`config.mk`:
```
export PLATFORM = sky130hd
export DESIGN_NAME = binary_centroid
export DESIGN_NICKNAME = d
export VERILOG_FILES = /design/src/rtl/binary_centroid.sv
export SDC_FILE = /design/constraint.sdc
export NUM_CORES = 1
export LEC_CHECK = 0
export ABC_AREA = 1
export BUFFER_PORTS_ARGS = -buffer_cell sky130_fd_sc_hd__buf_2
export CAP_MARGIN = 30
export CORE_ASPECT_RATIO = 1.2
export CORE_MARGIN = 3
export CORE_UTILIZATION = 41
export CTS_BUF_LIST = sky130_fd_sc_hd__clkbuf_8
export DETAILED_ROUTE_END_ITERATION = 8
export GPL_TIMING_DRIVEN = 0
export PLACE_DENSITY = 0.56
export SYNTH_ARGS = -nofsm -noshare
export SYNTH_HDL_FRONTEND = slang
export SYNTH_SLANG_ARGS = --single-unit
```
`constraint.sdc`:
```
create_clock -name CLK -period 2.93 [get_ports CLK]
set_input_delay 0.4395 -clock CLK [delete_from_list [all_inputs] [get_ports CLK]]
set_output_delay 0.4395 -clock CLK [all_outputs]
set_load 0.01 [all_outputs]
```
`src/rtl/binary_centroid.sv`:
```
// binary_centroid: per-frame centroid, pixel count and bounding box of the
// binary mask stream. Coordinates are rebuilt from VGA_DE/VGA_VS. The sums
// and bbox for a frame are snapshotted on the VS rising edge. A restoring
// divider, one quotient bit per cycle, then produces floor(sum/count) for x
// and y. Results are held until the next RESULT_VALID pulse.
// Optional feature macro: BINARY_CENTROID_BBOX_EN enables the bounding-box
// trackers. When it is undefined, the BBOX_* outputs are tied to zero.
module binary_centroid #(
    parameter int H_BITS    = 11,
    parameter int V_BITS    = 10,
    parameter int MIN_COUNT = 16
) (
    input  logic                     CLK,
    input  logic                     RESET_N,
    input  logic                     VGA_VS,
    input  logic                     VGA_DE,
    input  logic                     BINARY_FLAG,
    output logic [H_BITS-1:0]        CENTROID_X,
    output logic [V_BITS-1:0]        CENTROID_Y,
    output logic [H_BITS+V_BITS-1:0] PIXEL_COUNT,
    output logic [H_BITS-1:0]        BBOX_X0,
    output logic [H_BITS-1:0]        BBOX_X1,
    output logic [V_BITS-1:0]        BBOX_Y0,
    output logic [V_BITS-1:0]        BBOX_Y1,
    output logic                     TARGET_FOUND,
    output logic                     RESULT_VALID
);

    localparam int CW  = H_BITS + V_BITS;            // pixel count width
    localparam int SWX = 2 * H_BITS + V_BITS;        // sum_x width
    localparam int SWY = H_BITS + 2 * V_BITS;        // sum_y width
    localparam int DW  = (SWX > SWY) ? SWX : SWY;    // divider shift register
    localparam int KW  = $clog2(DW + 1);             // divider step counter

    localparam logic [CW-1:0] MIN_CNT_C = CW'(MIN_COUNT);

    localparam logic [2:0] ST_WAIT_FRAME = 3'd0;
    localparam logic [2:0] ST_ACCUM      = 3'd1;
    localparam logic [2:0] ST_DIV_X      = 3'd2;
    localparam logic [2:0] ST_DIV_Y      = 3'd3;
    localparam logic [2:0] ST_PUBLISH    = 3'd4;

    // One restoring-division step: returns {quotient_bit, new_remainder}.
    // The remainder is always below the divisor, so it fits in CW bits.
    function automatic logic [CW:0] div_step(
        input logic [CW-1:0] rem,
        input logic          num_msb,
        input logic [CW-1:0] dvs
    );
        logic [CW:0]   trial;
        logic [CW-1:0] diff;
        trial = {rem, num_msb};
        diff  = trial[CW-1:0] - dvs;
        if (trial >= {1'b0, dvs}) begin
            div_step = {1'b1, diff};
        end else begin
            div_step = {1'b0, trial[CW-1:0]};
        end
    endfunction

    logic [2:0]        state;
    logic [KW-1:0]     div_cnt;

    logic              vs_p1;
    logic              vs_edge_p1;
    logic              de_p1;

    logic [H_BITS-1:0] x_cnt;
    logic [V_BITS-1:0] y_cnt;

    logic [CW-1:0]     acc_cnt;
    logic [SWX-1:0]    acc_sx;
    logic [SWY-1:0]    acc_sy;

    logic [CW-1:0]     snap_cnt;
    logic [SWY-1:0]    snap_sy;
    logic [DW-1:0]     div_num;
    logic [CW-1:0]     div_rem;
    logic [H_BITS-1:0] quo_x;

    logic [CW:0]       step_res;
    logic [DW-1:0]     next_num;

    logic              hit;
    logic              clr_acc;
    logic              take_snap;
    logic              snap_go;
    logic              div_last;
    logic              div_x_end;
    logic              pub_target;
    logic              pub_empty;

    assign hit        = VGA_DE && BINARY_FLAG;
    assign clr_acc    = vs_edge_p1;
    // A VS edge outside WAIT_FRAME always closes a frame, abandoning any division
    assign take_snap  = vs_edge_p1 && (state != ST_WAIT_FRAME);
    // The non-zero guard keeps the divider from ever seeing a zero divisor
    assign snap_go    = (acc_cnt >= MIN_CNT_C) && (acc_cnt != '0);
    assign div_last   = (div_cnt == '0);
    assign div_x_end  = (state == ST_DIV_X) && div_last && !take_snap;
    assign pub_target = (state == ST_DIV_Y) && div_last && !take_snap;
    assign pub_empty  = take_snap && !snap_go;

    assign step_res   = div_step(div_rem, div_num[DW-1], snap_cnt);
    assign next_num   = {div_num[DW-2:0], step_res[CW]};

    // Register sync strobes and detect the VS rising edge
    always_ff @(posedge CLK or negedge RESET_N) begin
        if (!RESET_N) begin
            vs_p1      <= 1'b0;
            vs_edge_p1 <= 1'b0;
            de_p1      <= 1'b0;
        end else begin
            vs_p1      <= VGA_VS;
            vs_edge_p1 <= VGA_VS && !vs_p1;
            de_p1      <= VGA_DE;
        end
    end

    // Pixel coordinates: x counts active pixels, y counts DE falling edges
    always_ff @(posedge CLK or negedge RESET_N) begin
        if (!RESET_N) begin
            x_cnt <= '0;
            y_cnt <= '0;
        end else begin
            if (VGA_DE) begin
                x_cnt <= x_cnt + H_BITS'(1);
            end else begin
                x_cnt <= '0;
            end
            if (clr_acc) begin
                y_cnt <= '0;
            end else if (de_p1 && !VGA_DE) begin
                y_cnt <= y_cnt + V_BITS'(1);
            end
        end
    end

    // Count and coordinate sums of set pixels for the frame in progress
    always_ff @(posedge CLK or negedge RESET_N) begin
        if (!RESET_N) begin
            acc_cnt <= '0;
            acc_sx  <= '0;
            acc_sy  <= '0;
        end else if (clr_acc) begin
            acc_cnt <= '0;
            acc_sx  <= '0;
            acc_sy  <= '0;
        end else if (hit) begin
            acc_cnt <= acc_cnt + CW'(1);
            acc_sx  <= acc_sx + SWX'(x_cnt);
            acc_sy  <= acc_sy + SWY'(y_cnt);
        end
    end

    // Frame FSM and divider step counter
    always_ff @(posedge CLK or negedge RESET_N) begin
        if (!RESET_N) begin
            state        <= ST_WAIT_FRAME;
            div_cnt      <= '0;
            RESULT_VALID <= 1'b0;
        end else begin
            RESULT_VALID <= pub_empty || pub_target;
            if (take_snap) begin
                state   <= snap_go ? ST_DIV_X : ST_PUBLISH;
                div_cnt <= KW'(SWX - 1);
            end else begin
                case (state)
                    ST_WAIT_FRAME: begin
                        if (vs_edge_p1) begin
                            state <= ST_ACCUM;
                        end
                    end
                    ST_DIV_X: begin
                        if (div_last) begin
                            state   <= ST_DIV_Y;
                            div_cnt <= KW'(SWY - 1);
                        end else begin
                            div_cnt <= div_cnt - KW'(1);
                        end
                    end
                    ST_DIV_Y: begin
                        if (div_last) begin
                            state <= ST_PUBLISH;
                        end else begin
                            div_cnt <= div_cnt - KW'(1);
                        end
                    end
                    ST_PUBLISH: state <= ST_ACCUM;
                    default:    state <= ST_ACCUM;
                endcase
            end
        end
    end

    // Snapshot and restoring divider datapath (dividend MSB-aligned in div_num)
    always_ff @(posedge CLK) begin
        if (take_snap) begin
            snap_cnt <= acc_cnt;
            snap_sy  <= acc_sy;
            div_num  <= DW'(acc_sx) << (DW - SWX);
            div_rem  <= '0;
        end else if (div_x_end) begin
            quo_x    <= next_num[H_BITS-1:0];
            div_num  <= DW'(snap_sy) << (DW - SWY);
            div_rem  <= '0;
        end else if (state == ST_DIV_X || state == ST_DIV_Y) begin
            div_num  <= next_num;
            div_rem  <= step_res[CW-1:0];
        end
    end

    // Published results, updated only on the RESULT_VALID cycle
    always_ff @(posedge CLK or negedge RESET_N) begin
        if (!RESET_N) begin
            CENTROID_X   <= '0;
            CENTROID_Y   <= '0;
            PIXEL_COUNT  <= '0;
            TARGET_FOUND <= 1'b0;
        end else if (pub_empty) begin
            CENTROID_X   <= '0;
            CENTROID_Y   <= '0;
            PIXEL_COUNT  <= acc_cnt;
            TARGET_FOUND <= 1'b0;
        end else if (pub_target) begin
            CENTROID_X   <= quo_x;
            CENTROID_Y   <= next_num[V_BITS-1:0];
            PIXEL_COUNT  <= snap_cnt;
            TARGET_FOUND <= 1'b1;
        end
    end

`ifdef BINARY_CENTROID_BBOX_EN
    logic [H_BITS-1:0] acc_x0;
    logic [H_BITS-1:0] acc_x1;
    logic [V_BITS-1:0] acc_y0;
    logic [V_BITS-1:0] acc_y1;
    logic [H_BITS-1:0] snap_x0;
    logic [H_BITS-1:0] snap_x1;
    logic [V_BITS-1:0] snap_y0;
    logic [V_BITS-1:0] snap_y1;

    // Min/max trackers; an empty frame leaves min all-ones and max zero
    always_ff @(posedge CLK or negedge RESET_N) begin
        if (!RESET_N) begin
            acc_x0 <= '1;
            acc_x1 <= '0;
            acc_y0 <= '1;
            acc_y1 <= '0;
        end else if (clr_acc) begin
            acc_x0 <= '1;
            acc_x1 <= '0;
            acc_y0 <= '1;
            acc_y1 <= '0;
        end else if (hit) begin
            if (x_cnt < acc_x0) acc_x0 <= x_cnt;
            if (x_cnt > acc_x1) acc_x1 <= x_cnt;
            if (y_cnt < acc_y0) acc_y0 <= y_cnt;
            if (y_cnt > acc_y1) acc_y1 <= y_cnt;
        end
    end

    // Hold the closed frame's bbox while the divider runs
    always_ff @(posedge CLK) begin
        if (take_snap) begin
            snap_x0 <= acc_x0;
            snap_x1 <= acc_x1;
            snap_y0 <= acc_y0;
            snap_y1 <= acc_y1;
        end
    end

    // Published bbox, zero for frames below the target threshold
    always_ff @(posedge CLK or negedge RESET_N) begin
        if (!RESET_N) begin
            BBOX_X0 <= '0;
            BBOX_X1 <= '0;
            BBOX_Y0 <= '0;
            BBOX_Y1 <= '0;
        end else if (pub_empty) begin
            BBOX_X0 <= '0;
            BBOX_X1 <= '0;
            BBOX_Y0 <= '0;
            BBOX_Y1 <= '0;
        end else if (pub_target) begin
            BBOX_X0 <= snap_x0;
            BBOX_X1 <= snap_x1;
            BBOX_Y0 <= snap_y0;
            BBOX_Y1 <= snap_y1;
        end
    end
`else
    assign BBOX_X0 = '0;
    assign BBOX_X1 = '0;
    assign BBOX_Y0 = '0;
    assign BBOX_Y1 = '0;
`endif

endmodule

```
==> Word level (Yosys, flattened, before mapping) <==
Cells that the tools add are included.
{ "classes": {"add_sub_neg": 7, "n_bitwise": 1, "n_shift": 0, "mux": 31, "eq_ne": 6, "order_cmp": 2, "n_mul": 0, "n_div": 0, "n_reduce_logical": 29} }
{ "op_table": {"columns": ["operator", "n"], "rows": [
  ["two-way mux 32 bit", 5],
  ["two-way mux 21 bit", 4],
  ["two-way mux 31 bit", 2],
  ["two-way mux 10 bit", 4],
  ["two-way mux 11 bit", 3],
  ["adder 32 x 11 -> 32 bit", 1],
  ["adder 31 x 10 -> 31 bit", 1],
  ["greater-or-equal comparator 22 x 21 -> 1 bit", 1],
  ["two-way mux 22 bit", 1],
  ["adder 21 x 1 -> 21 bit, second input constant", 1],
  ["greater-or-equal comparator 21 x 5 -> 1 bit, second input constant", 1],
  ["nonzero test 21 bit", 1],
  ["subtractor 21 bit", 1],
  ["two-way mux 6 bit", 3],
  ["two-way mux 3 bit", 5],
  ["inequality test 3 bit, second input constant", 4],
  ["one-hot mux 6 bit (2 select lines)", 1],
  ["adder 11 x 1 -> 11 bit, second input constant", 1],
  ["adder 10 x 1 -> 10 bit, second input constant", 1],
  ["logical AND 1 bit", 10],
  ["one-hot mux 3 bit (3 select lines)", 1],
  ["nonzero test 3 bit", 3],
  ["== test 3 x 2 -> 1 bit, second input constant", 2],
  ["zero test 6 bit", 1],
  ["10 further kinds", 18]
]} }
{ "word_totals": {"elab_cells": 96, "mem_bits_rw": 0, "in_bits": 5, "memories": 0, "register_bits": 277, "mem_bits_ro": 0, "latchBits": 0} }

==> Depth between registers and ports, before layout <==
{ "logic_depth": {"word_depth": 6, "mapped_depth": 17, "ltp_nobuf": 17} }

==> Least setup slack after synthesis <==
Ideal clock, no wire load.
{ "synth_timing": {"kind": "reg-to-reg", "start": "register state[1]", "end": "register div_num[2] (data pin)", "stages_incl_launch_ff": 8, "required_ns": 2.580, "slack_ns": -0.139, "t_arrival_ns": 2.718, "path_cell_list": "dfrtp_1 nor2_1 nand2_1 nand2_1 inv_1 buf_2 buf_1 a221oi_1"} }
{ "synth_via": {"elab_chain_len": 6, "word_cells_on_any_way": 8} }
{ "synth_rtl": {"columns": ["element", "line_no", "source"], "rows": [
  ["from (decl)", "61", "logic [2:0] state;"],
  ["from (signal assigned)", "165", "state <= snap_go ? ST_DIV_X : ST_PUBLISH;"],
  ["nonzero test 3 bit (*)", "96", "assign take_snap = vs_edge_p1 && (state != ST_WAIT_FRAME);"],
  ["logical AND 1 bit (*)", "96", null],
  ["via take_snap", "86", "logic take_snap;"],
  ["zero test 1 bit", "100", "assign div_x_end = (state == ST_DIV_X) && div_last && !take_snap;"],
  ["logical AND 1 bit", "100", null],
  ["two-way mux 32 bit", "203", "end else if (div_x_end) begin"],
  ["two-way mux 32 bit (*)", "198", "if (take_snap) begin"],
  ["to (signal assigned)", "201", "div_num <= DW'(acc_sx) << (DW - SWX);"],
  ["to (signal assigned)", "205", "div_num <= DW'(snap_sy) << (DW - SWY);"],
  ["to (signal assigned)", "208", "div_num <= next_num;"],
  ["to (decl)", "77", "logic [DW-1:0] div_num;"]
]} }
The timed path passes the listed nets; every way through them passes the cells marked *.
A chain may end at the register's enable or synchronous reset.

==> Worst setup path in the final report <==
{ "layout_timing": {"start": "register div_num[31]", "end": "register div_rem[18]"} }
{ "layout_via": {"elab_chain_len": 2, "word_cells_on_any_way": 3} }
{ "layout_rtl": {"columns": ["element", "line_no", "source"], "rows": [
  ["subtractor 21 bit or greater-or-equal comparator 22 x 21 -> 1 bit (tied branches)", "53, 54", null],
  ["two-way mux 22 bit (*)", "54", "if (trial >= {1'b0, dvs}) begin"],
  ["to (signal assigned)", "209", "div_rem <= step_res[CW-1:0];"],
  ["to (decl)", "78", "logic [CW-1:0] div_rem;"]
]} }
Mark *: on every way between the ends. The rest lies on a longest branch, timed or not.

==> impl_results.md <==
- Status: complete, no violations
- Share of post-route cells with drive strength above 1: between 10% and 20%
- Setup TNS: 0 ns
- Final setup vio count: 0
- Final non-filler cell total: 2419
- Worst-Margin Slew: approximately 0.8 ns
- Worst path required time: roughly 3.4 ns
- Multiplexer area fraction after synthesis: 0%
- Die W: 179 µm
- Primary FF master, synth: dfrtp_1
- Hold Path Class: in2reg
- Final Max Tran Viols: 0
- TritonCTS buffer count: 48
- Power Density: roughly 690 nW/µm²
- Grt total ovfl: 0
- Core Footprint: approximately 35000 µm²
- Detailed Place HPWL: around 29 mm
- Initial DRC count: ~720
- Initial antenna violation count: 1
- Post-synthesis sequential area ratio: between 40% and 50%
- Cell Rows: between 70 and 80
- Max Cap Viol: 0
- CP max FO: 9
- Hold Fails Final Rpt: 0
- Critical-path cell list: inv_1 -> ha_1 -> inv_1 -> fa_1 -> nand2_1 -> nand2_1 -> nand3_1 -> nand2_2 -> nand2_1 -> nand2_2 -> nand2_4 -> nand2_4 -> inv_2 -> nand2_1 -> nand2_1 -> inv_1 -> a21oi_1
- RSZ-0062 raised after global routing: false
- Fill cells: 3502
- Final Instance Area: ~17000 µm²
- Mapped cell area: 14700 µm²
- Dominant cells by area after synthesis: dfrtp_1 (27%), edfxtp_1 (19%), nand2_1 (11%)
- Worst setup EP type: flop
- Post-synthesis xor/xnor area fraction: 0.952%
- # DRC: 0
- Distinct cells, synth: 56
- Area Growth Syn to Fin: 13.4%
- F_max: between 300 and 400 MHz
- Vias in the first global route: ~12000
- GRT Util Overall: roughly a fifth
- Chip height: ~210 µm
- Root Buffer: clkbuf_8
- H-tree lvl count: 2
- Kind of cell adding the most delay to the critical path: simple AND/OR/NAND/NOR gates
- Cells after Synth: around 1800
- Top-count cell post-synth: nand2_1
- Die Area: ~38000 µm²
- Sink Count: ~280
- Buffers on Ports: 48
- First-pass GRT wire length: approximately 64 mm
- VDD IR-drop max: 0.256 mV
- Via count: approximately 12000
- Setup CP Type: reg2reg
- Via/cell ratio: 5.02
- GP Congestion: roughly 0.94
- Most Frequent Cell on Critical Path: nand2_1
- Skew-Pair Late Insertion Delay: about 0.6 ns
- Compound-Gate Fraction of Synth Area: roughly an eighth
- DP Cell Count: 2327
- Simple logic cell fraction of the synthesized area: around 23%
- Largest family of logic cells by synthesized area: simple AND/OR/NAND/NOR gates
- Post-DRT Antenna Nets: 0
- Largest net degree at the start of global routing: 86
- Critical path launch point type: flop
- Clock Path Buffers: 3
- Post-layout min period: around 2.6 ns
- CTS tree: yes
- Dpl ws: -0.254 ns
- Area leader, netlist: dfrtp_1
- Pleak: around 0.0080 µW
- Top post-synthesis cells by count: nand2_1 (438), inv_1 (247), dfrtp_1 (161)
- Critical path buffers and inverters: 4
- Total Wirelength: between 30 and 40 mm
- Async set-reset flop share out of synthesis: 58.1%
- Top-area cell type share of the netlist area: a little over a quarter
- Diode count: 0
- Slew headroom: 48.0%
- TritonRoute pass-1 iters: 5
- Overall power: around 11000 µW
- Seq cells post-synth: about 280
- Number of synthesis warnings: 0
- Initial core utilization: about two fifths
- Placed cell area: 15800 µm²
- IO Pins: 91
- Nets: a little under 2000
- Period utilization: 87.9%
- Fin Clk Skew: approximately 0.029 ns
- Max incr delay on CP: roughly 0.42 ns
- Final Worst Setup Slack: approximately 0.36 ns
- Wire per inst: ~16 µm
- Synth Area in Adders: roughly 4.5%
- CTS clock-pin slew for the worst setup and hold paths: ~0.060 ns
- Slowest stage cell, crit path: edfxtp_1
- Post-synth EDFFs: 95
- Avg Inst Size Synth: 8.30 µm²
- Crit path DAT: 3.08 ns
==> cells in the final DEF, fill, tap and decap left out, types with 11 or more instances in the layout <==
| cell | synthesis | routed |
|---|---|---|
| inv_1 | 247 | 265 |
| xor2_1 | 11 | 11 |
| conb_1 | 1 | 42 |
| dfxtp_1 | 21 | 21 |
| clkbuf_1 | 15 | 15 |
| nor2_1 | 139 | 139 |
| o21ai_0 | 105 | 105 |
| nand3_1 | 93 | 93 |
| ha_1 | 48 | 48 |
| a22o_1 | 14 | 14 |
| o211ai_1 | 20 | 20 |
| nor4_1 | 13 | 13 |
| a21oi_1 | 109 | 109 |
| buf_4 | 43 | 43 |
| nor3_1 | 44 | 44 |
| nand2_1 | 438 | 437 |
| clkbuf_8 | 0 | 52 |
| dfrtp_1 | 161 | 161 |
| nand4_1 | 15 | 15 |
| clkinv_1 | 1 | 11 |
| buf_2 | 16 | 65 |
| edfxtp_1 | 95 | 95 |
| o21ai_1 | 17 | 17 |
==> registers in the layout (all words and copies together) (netlist names), 21 cells and up <==
register	flops
acc_sx	32
div_rem	21
acc_cnt	21
snap_cnt	21
snap_sy	31
PIXEL_COUNT	21
acc_sy	31
div_num	32
==> logic make-up after synthesis <==
group | after synthesis
AOI/OAI and AO/OA | 307
xor gates and xnor gates | 16
adders and majority gates | 51
buffers and inverters | 342
DFF | 277
other | 1
and+or+nand+nor | 780
==> cell type report <==
cell class              count  area (µm²)  area share, %
plain buffers              84         552           3.31
repair buffers             52         318           1.90
well taps                 462         578           3.46
clock buffers              52         716           4.29
inverters                 258         968           5.80
multi-input cells        1196        6060           36.3
clock inverters            38         193           1.15
flip-flops and latches    277        7300           43.8
==> routing by layer <==
metal	up-vias	routed length (µm)	global-route usage, %
li1	6074	-	-
met1	5683	16700	25.9
met2	259	19100	36.6
met3	119	1580	3.31
met4	0	1870	9.54
met5	-	0	0
==> power breakdown <==
part           internal, µW  switching, µW  leakage [µW]  total (µW)
clock                  1730           1640      0.000534        3370
sequential             4600            254       0.00329        4850
combinational          1080           2180       0.00421        3270
==> final timing paths <==
check,startpoint,end,slack [ns],cells after the start
max in group asynchronous,RESET_N,PIXEL_COUNT[0]$_DFFE_PN0P_,1.59,3
min in group asynchronous,RESET_N,acc_sy[29]$_DFFE_PN0P_,0.44,2
setup / recovery,div_num[31]$_DFFE_PP_,div_rem[18]$_SDFFE_PP0N_,0.36,17
setup reg to reg,div_num[31]$_DFFE_PP_,div_rem[18]$_SDFFE_PP0N_,0.36,17
hold reg to reg,vs_p1$_DFF_PN0_,clr_acc$_DFF_PN0_,0.39,1
hold / removal,VGA_DE,de_p1$_DFF_PN0_,0.06,1
==> through the flow <==
stage	util, %	hold slack (ns)
3_3_place_gp	44.6	0.380
3_5_place_dp	44.8	0.381
2_1_floorplan	-	0.144
5_1_grt	47.4	0.0147
4_1_cts	47.4	0.00454
6_report	47.4	0.0564
==> timing repair <==
action / CTS / global route
hold endpoints to repair: 77 / 0
hold buffers: 2 / 0
endpoints found under the setup margin: 32 / 0
setup buffers: 0 / 0
resized for setup: 2 / 0
Power figures use the tool's default switching activity.
